## src/rtl/cla_pipe_addsub.sv

```systemverilog
// cla_pipe_addsub: carry-pipelined carry-lookahead adder/subtractor.
//
// WIDTH-bit operands are split into NSEG = WIDTH/SEG_W segments. Pipeline
// stage k resolves segment k with 4-bit lookahead groups. The groups inside a
// segment are chained by ripple. The segment carry is registered into stage
// k+1. Operand segments that have not been resolved yet travel with the op.
// Result segments that are already resolved travel with it too, so the whole
// sum leaves in one cycle. Latency is NSEG cycles. Throughput is one op per
// cycle, with full valid/ready backpressure.
//
// Ports:
//   clk, rst_n          clock (rising edge), asynchronous active-low reset
//   in_valid/in_ready   input handshake; in_ready = !out_valid | out_ready
//   a, b                operands (WIDTH)
//   cin                 carry in for add; ignored when sub=1
//   sub                 1: a - b, 0: a + b + cin
//   sat                 (CLA_PIPE_SAT_EN only) clamp the sum on signed overflow
//   out_valid/out_ready output handshake
//   sum                 result (WIDTH)
//   cout                carry out of MSB (for sub, 1 = no borrow)
//   ovf                 signed overflow (raw, even when the sum is clamped)
//
// Optional feature: define CLA_PIPE_SAT_EN to add the sat input.
module cla_pipe_addsub #(
  parameter int unsigned WIDTH = 32,
  parameter int unsigned SEG_W = 8
) (
  input  logic             clk,
  input  logic             rst_n,
  input  logic             in_valid,
  output logic             in_ready,
  input  logic [WIDTH-1:0] a,
  input  logic [WIDTH-1:0] b,
  input  logic             cin,
  input  logic             sub,
`ifdef CLA_PIPE_SAT_EN
  input  logic             sat,
`endif
  output logic             out_valid,
  input  logic             out_ready,
  output logic [WIDTH-1:0] sum,
  output logic             cout,
  output logic             ovf
);

  localparam int unsigned NSEG = WIDTH / SEG_W;
  localparam int unsigned NGRP = SEG_W / 4;

  if ((WIDTH % SEG_W) != 0 || (SEG_W % 4) != 0) begin : g_bad_params
    $error("cla_pipe_addsub: WIDTH must be a multiple of SEG_W and SEG_W a multiple of 4");
  end

  // The function returns carries c1..c4 as bits [0..3].
  function automatic logic [3:0] cla4(input logic [3:0] p, input logic [3:0] g,
                                      input logic c0);
    logic [3:0] c;
    c[0] = g[0] | (p[0] & c0);
    c[1] = g[1] | (p[1] & g[0]) | (p[1] & p[0] & c0);
    c[2] = g[2] | (p[2] & g[1]) | (p[2] & p[1] & g[0]) | (p[2] & p[1] & p[0] & c0);
    c[3] = g[3] | (p[3] & g[2]) | (p[3] & p[2] & g[1]) | (p[3] & p[2] & p[1] & g[0])
         | (p[3] & p[2] & p[1] & p[0] & c0);
    return c;
  endfunction

  // The function returns {carry into segment MSB, carry out, segment sum}.
  function automatic logic [SEG_W+1:0] seg_add(input logic [SEG_W-1:0] x,
                                               input logic [SEG_W-1:0] y,
                                               input logic ci);
    logic [SEG_W-1:0] p, g;
    logic [SEG_W:0]   c;
    p    = x ^ y;
    g    = x & y;
    c    = '0;
    c[0] = ci;
    for (int unsigned j = 0; j < NGRP; j++) begin
      c[4*j+1 +: 4] = cla4(p[4*j +: 4], g[4*j +: 4], c[4*j]);
    end
    return {c[SEG_W-1], c[SEG_W], p ^ c[SEG_W-1:0]};
  endfunction

  // Entry q[k] holds the outputs of stage k.
  logic [WIDTH-1:0] a_q [NSEG];
  logic [WIDTH-1:0] b_q [NSEG];
  logic [WIDTH-1:0] s_q [NSEG];
  logic             c_q [NSEG];
  logic             v_q [NSEG];
  logic             o_q [NSEG];
  logic             t_q [NSEG];

  logic [WIDTH-1:0] a_d [NSEG];
  logic [WIDTH-1:0] b_d [NSEG];
  logic [WIDTH-1:0] s_d [NSEG];
  logic             c_d [NSEG];
  logic             v_d [NSEG];
  logic             o_d [NSEG];
  logic             t_d [NSEG];

  // Inputs presented to each stage: the ports for stage 0, else the previous register.
  logic [WIDTH-1:0] a_i [NSEG];
  logic [WIDTH-1:0] b_i [NSEG];
  logic [WIDTH-1:0] s_i [NSEG];
  logic             c_i [NSEG];
  logic             v_i [NSEG];
  logic             t_i [NSEG];

  logic en;
  logic sat_in;

`ifdef CLA_PIPE_SAT_EN
  assign sat_in = sat;
`else
  assign sat_in = 1'b0;
`endif

  assign en       = !v_q[NSEG-1] || out_ready;
  assign in_ready = en;

  always_comb begin
    logic [SEG_W+1:0] r;
    logic [WIDTH-1:0] xs;
    r      = '0;
    xs     = '0;
    a_i[0] = a;
    b_i[0] = sub ? ~b : b;
    s_i[0] = '0;
    c_i[0] = sub | cin;
    v_i[0] = in_valid;
    t_i[0] = sat_in;
    for (int unsigned k = 1; k < NSEG; k++) begin
      a_i[k] = a_q[k-1];
      b_i[k] = b_q[k-1];
      s_i[k] = s_q[k-1];
      c_i[k] = c_q[k-1];
      v_i[k] = v_q[k-1];
      t_i[k] = t_q[k-1];
    end
    for (int unsigned k = 0; k < NSEG; k++) begin
      r  = seg_add(a_i[k][k*SEG_W +: SEG_W], b_i[k][k*SEG_W +: SEG_W], c_i[k]);
      xs = s_i[k];
      xs[k*SEG_W +: SEG_W] = r[SEG_W-1:0];
      o_d[k] = r[SEG_W+1] ^ r[SEG_W];
      // The clamp applies only in the last stage, where o_d is the true MSB overflow.
      // Operand signs are equal on overflow, so a's MSB picks the direction.
      if (k == NSEG-1 && t_i[k] && o_d[k]) begin
        xs = a_i[k][WIDTH-1] ? {1'b1, {(WIDTH-1){1'b0}}} : {1'b0, {(WIDTH-1){1'b1}}};
      end
      a_d[k] = a_i[k];
      b_d[k] = b_i[k];
      s_d[k] = xs;
      c_d[k] = r[SEG_W];
      v_d[k] = v_i[k];
      t_d[k] = t_i[k];
    end
  end

  always_ff @(posedge clk or negedge rst_n) begin
    if (!rst_n) begin
      for (int unsigned k = 0; k < NSEG; k++) begin
        a_q[k] <= '0;
        b_q[k] <= '0;
        s_q[k] <= '0;
        c_q[k] <= 1'b0;
        v_q[k] <= 1'b0;
        o_q[k] <= 1'b0;
        t_q[k] <= 1'b0;
      end
    end else if (en) begin
      for (int unsigned k = 0; k < NSEG; k++) begin
        a_q[k] <= a_d[k];
        b_q[k] <= b_d[k];
        s_q[k] <= s_d[k];
        c_q[k] <= c_d[k];
        v_q[k] <= v_d[k];
        o_q[k] <= o_d[k];
        t_q[k] <= t_d[k];
      end
    end
  end

  assign out_valid = v_q[NSEG-1];
  assign sum       = s_q[NSEG-1];
  assign cout      = c_q[NSEG-1];
  assign ovf       = o_q[NSEG-1];

endmodule
```

## config.mk

```make
export PLATFORM = sky130hd
export DESIGN_NAME = cla_pipe_addsub
export DESIGN_NICKNAME = d
export VERILOG_FILES = /design/src/rtl/cla_pipe_addsub.sv
export SDC_FILE = /design/constraint.sdc
export NUM_CORES = 1
export LEC_CHECK = 0
export ABC_AREA = 0
export BUFFER_PORTS_ARGS = -buffer_cell sky130_fd_sc_hd__buf_2
export CAP_MARGIN = 30
export CORE_ASPECT_RATIO = 0.5
export CORE_MARGIN = 8
export CORE_UTILIZATION = 58
export DETAILED_ROUTE_END_ITERATION = 16
export PLACE_DENSITY_LB_ADDON = 0.2
export SETUP_SLACK_MARGIN = 0.2
export SYNTH_ARGS = -nofsm -noshare
export SYNTH_HDL_FRONTEND = slang
export SYNTH_SLANG_ARGS = --single-unit
```

## constraint.sdc

```tcl
create_clock -name clk -period 3.1 [get_ports clk]
set_clock_uncertainty 0.15 [all_clocks]
set_input_delay 0.155 -clock clk [delete_from_list [all_inputs] [get_ports clk]]
set_output_delay 0.155 -clock clk [all_outputs]
set_load 0.01 [all_outputs]
```

# Word-level counts from Yosys, hierarchy flattened
# Cells that the tools add are included.
totals:
  regBits: 281
  inputBits: 70
  word_cells: 245
op_classes:
  muxes: 1
  reduce_logical: 2
  n_bitwise: 223
ops:
  columns: ["cell", "n"]
  rows:
  - ["1-bit AND", 128]
  - ["1-bit bitwise OR", 81]
  - ["8-bit XOR", 8]
  - ["8-bit AND", 4]
  - ["32-bit two-way mux", 1]
  - ["32-bit NOT", 1]
  - ["1-bit zero test", 1]
  - ["1-bit logical OR", 1]
  - ["1-bit XOR", 1]

# Depth between registers and ports, before layout
logic_depth:
  ltp_word: 11
  mapped_depth: 10
  ltp_nobuf: 8

# Worst setup path before layout
# No wires, ideal clock.
synth_timing:
  path_kind: "input port to flip-flop"
  startpoint: "input port sub"
  endpoint: "register s_q (netlist bit s_d[69])"
  slack_ps: 750
  cell_stages: 10
  setup_ps: 77
  arrival_ps: 2123
  cell_sequence: "buf_4 buf_2 xor2_1 ha_1 nor2_1 a211oi_4 a21oi_1 fa_1 xor2_1 a21oi_1"
synth_between:
  elab_chain_cells: 10
synth_rtl:
  columns: ["item", "line", "source"]
  rows:
  - ["from (decl)", "35", "input logic sub,"]
  - ["32-bit two-way mux", "124", "b_i[0] = sub ? ~b : b;"]
  - ["8-bit XOR / 8-bit AND (equally long branches)", "71, 72", null]
  - ["1-bit AND (on tied branches)", "60, 61", null]
  - ["1-bit bitwise OR (tied with other cells) (2 in a row)", "60", "c[3] = g[3] | (p[3] & g[2]) | (p[3] & p[2] & g[1]) | (p[3] & p[2] & p[1] & g[0])"]
  - ["1-bit bitwise OR / 1-bit AND (equally long branches)", "60, 61", null]
  - ["1-bit bitwise OR", "61", "| (p[3] & p[2] & p[1] & p[0] & c0);"]
  - ["1-bit AND", "57", "c[0] = g[0] | (p[0] & c0);"]
  - ["1-bit bitwise OR", "57", null]
  - ["8-bit XOR *", "78", "return {c[SEG_W-1], c[SEG_W], p ^ c[SEG_W-1:0]};"]
  - ["to (signal, indexed assignment)", "171", "s_q[k] <= s_d[k];"]
  - ["to (decl)", "84", "logic [WIDTH-1:0] s_q [NSEG];"]
# Mark *: on every way between the ends. The rest lies on a longest branch, timed or not.
# A chain may end at the register's enable or synchronous reset.

# Final worst setup path
layout_timing:
  startpoint: "register b_q (netlist bit b_d[48])"
  endpoint: "register s_q (netlist bit s_i[21])"
layout_between:
  elab_chain_cells: 7
layout_rtl:
  columns: ["item", "line", "source"]
  rows:
  - ["from (decl)", "83", "logic [WIDTH-1:0] b_q [NSEG];"]
  - ["from (signal, indexed assignment)", "170", "b_q[k] <= b_d[k];"]
  - ["8-bit AND / 8-bit XOR (equally long branches)", "72, 71", null]
  - ["1-bit AND (on tied branches)", "60, 61", null]
  - ["1-bit bitwise OR / 1-bit AND (equally long branches)", "60, 61", null]
  - ["1-bit bitwise OR *", "61", null]
  - ["1-bit AND *", "57", null]
  - ["1-bit bitwise OR *", "57", null]
  - ["8-bit XOR *", "78", null]
# Marked as above.

==> out/summary.md <==
During placement, the flow inserted port buffers numbering 105. For the met1 usage in global routing, the log shows 0.308. The run gives 0.0186 mm² as the die area. The number of nets in the synthesized netlist is 1009. Placeable core area: 0.0142 mm². The H-tree generated during clock tree synthesis spans 4 levels. Most used flip-flop cell after synthesis: dfrtp_1. Total power: 9.78 mW. The signal on the critical path passes through ha_1 > a211oi_1 > nor2_1 > o21ai_0 > nand2b_1 > fa_1 > xnor2_1 > o21ai_1.

After clock tree synthesis, the clock-pin slew on the worst setup and hold paths is 0.07 ns. The clock reaches the later pin of the worst-skew pair after 0.43 ns. The routing usage on met3 is 0.0468. After detailed routing, the average wire length per cell comes to 13.9 µm. The final cycle utilization of the critical path came out at 0.765.

The HPWL after detailed placement is 11800 µm. Setup repair after global routing left no endpoint under its margin. Share of the yosys chip area belonging to registers: 0.558. For this run, the top clock speed supported by timing is 421 MHz. For this design the static power due to leakage is 5.15 nW. The logs give 17400 µm for the overall routed net length and 1250 for the post-layout instance count excluding filler cells. The run finished with clean final reports. The share of async-settable or async-resettable flops after synthesis works out to 1.00. The library cells used most frequently in the layout, excluding fill and tap cells, are 407 x nand2_1, 185 x dfrtp_1, 104 x buf_2.

Once the clock tree was built, the resizer swapped 0 gates to a different size. The fraction of the core area covered by cells at the end of the flow is 0.709. Nature of the critical path endpoint: a flop. Setup total negative slack on the finished layout was measured at 0 ns. The floorplan has 31 rows. Data on the critical path arrives at its endpoint at 2.50 ns.

The final worst setup slack was 0.727 ns; the synthesized instance count was 899. The share of cells above drive strength 1 is 0.146, and the total buffers and inverters traversed by the critical path is 0. Most common library cell in the layout ignoring fill and taps: nand2_1. After synthesis, the netlist uses 38 different library cells. The count of nets left with antenna violations once routing finished came out at 0. At the pin with the least slew margin, the transition time is 0.782 ns.

In this run the post-CTS setup repair buffer count came out at 0. Entering global routing, the biggest net connects 194 pins. The biggest cell delay along the critical path is 0.39 ns, and the clock sink total is 185.

Along the worst path, the maximum fanout reaches 3. The number of global-route vias before repair was 6204; the count of flip-flops with a built-in enable after synthesis was 0. The category of cells accounting for the largest share of critical-path delay was adder cells. The number of failing setup endpoints in the final timing report is 0, and the average instance area after synthesis is 9.22 µm².

The run gives 0 as the final max-slew violation count. The logs give 51 for the post-cts hold buffer count and 0.651 ns for the post-place setup slack. Data on the critical path is required at its endpoint by 3.23 ns. For this block, the via count after detailed routing is 6146. The met2 track utilization from global routing was 0.285.

The busiest layer in global routing is met1. The initial core utilization came out at 0.584. For this run, the post-layout net count is 1149. The area growth from synthesis to layout is 21.4%.

The cell depth of the worst flop-to-flop path was 8. The clock passes through at most 2 buffers. Among all stages on the critical path, the largest delay is contributed by dfrtp_1. The cell area that synthesis handed to floorplanning was 0.00829 mm². Subtracting the final worst setup slack from the clock period gives 2.37 ns. The post-synthesis sequential element count was 185; the final RePlAce weighted congestion was 0.834. The tools report the cell at the root of the clock tree as clkbuf_16. Worst ir drop on vdd: 0.430 mV. The total routing resource utilization after global routing was 0.203. The logs give 17 for the clock buffer count from CTS and 478 for the violation count after the first detailed-route iteration. Using the TritonRoute via totals, the vias-per-cell ratio works out to 4.92.

Number of antenna cells inserted: 0. In the routed design, unresolved DRC markers number 0. For the count of final hold-check violations, the log shows 0.

The min-delay analysis places its worst path in the category input pin to flop. The number of antenna violations at the first check in global routing came out at 0. Counting instances, the worst hold path has a depth of 4. The number of warnings reported in the yosys synthesis log is 0. The first global-routing pass estimated 30400 µm of wire. The number of placed instances, taps included, is 1167. Reported max-cap violation count: 0. The first TritonRoute pass finished after 5 iterations.

In this run the power density over the cells is 972 mW/mm². The tools report the worst max-slew margin expressed relative to the limit as 0.479. The run gives 0 as the total congestion overflow. The number of logic stages on the critical path including buffering was 8; the height of the die was 101 µm. Measured along the x axis, the die boundary spans 185 µm. The worst setup path is launched from a flop. The run gives 106 as the boundary pin count. Category of the most critical setup path: flop to flop. TritonCTS built the clock tree.
## where the power goes
part / internal [mW] / switching (mW) / total, mW
registers: 3.50 / 0.612 / 4.11
clock network: 1.07 / 0.973 / 2.04
logic: 1.50 / 2.12 / 3.62
total: 6.07 / 3.70 / 9.78
## worst min-delay path, cell delays in order
cell     delay [ns]
buf_2          0.10
inv_1          0.07
fa_1           0.17
a21oi_1        0.06
## cells by family after synthesis
kind of cell	Yosys count	share of synthesized area
DFF	185	0.558
muxes	3	0.00392
AOI/OAI and AO/OA	104	0.0755
adders and majority gates	40	0.0676
buffers and inverters	62	0.0300
xor gates and xnor gates	53	0.0560
and+or+nand+nor	452	0.209
## flip-flops by register name, summed over array words and instances (netlist names)
signal,count
ovf,1
cout,1
sum,32
a_d,48
s_i,24
s_d,24
out_valid,1
b_d,48
v_d,3
c_i,3
## worst paths after layout
| check | startpoint | endpoint | slack, ns |
|---|---|---|---|
| max in group asynchronous | rst_n | b_d[30] | 1.81 |
| max reg2reg | b_d[48] | s_i[21] | 0.73 |
| min reg2reg | sum[15] | sum[15] | 0.31 |
| min | a[4] | s_d[68] | 0.02 |
| max | b_d[48] | s_i[21] | 0.73 |
| min in group asynchronous | rst_n | sum[4] | 0.14 |
## per-stage QoR
stage,hold WS (ns),cell area (µm²)
6_report,0.0191,10100
2_1_floorplan,-0.291,8290
3_5_place_dp,0.0473,9000
5_1_grt,0.0667,10100
4_1_cts,0.00723,10100
3_3_place_gp,0.0474,9000
## final cells by class
type / instances / area [µm²]
Sequential cell: 185 / 4630
Timing Repair Buffer: 166 / 1140
Tap cell: 198 / 248
Multi-Input combinational cell: 652 / 3420
Clock buffer: 19 / 443
Fill cell: 1104 / 4130
Clock inverter: 13 / 111
Inverter: 17 / 66.3
## metal layers
| metal | up-vias | part of all wire | wire [µm] |
|---|---|---|---|
| li1 | 3136 | - | - |
| met1 | 2880 | 0.53 | 9250 |
| met2 | 113 | 0.41 | 7060 |
| met3 | 17 | 0.052 | 902 |
| met4 | 0 | 0.0098 | 171 |
| met5 | - | 0 | 0 |
## cells in the mapped netlist (8+ instances only)
master	number	area share
nor2_1	30	0.014
fa_1	8	0.019
o21ai_1	19	0.011
xnor2_1	31	0.033
ha_1	32	0.048
inv_1	16	0.0072
clkbuf_1	13	0.0059
nand2_1	407	0.18
xor2_1	22	0.023
buf_1	21	0.0095
dfrtp_1	185	0.56
a21oi_1	22	0.013
buf_2	10	0.0060
o21ai_0	32	0.019
No activity file was read; power rests on OpenSTA's default activity.
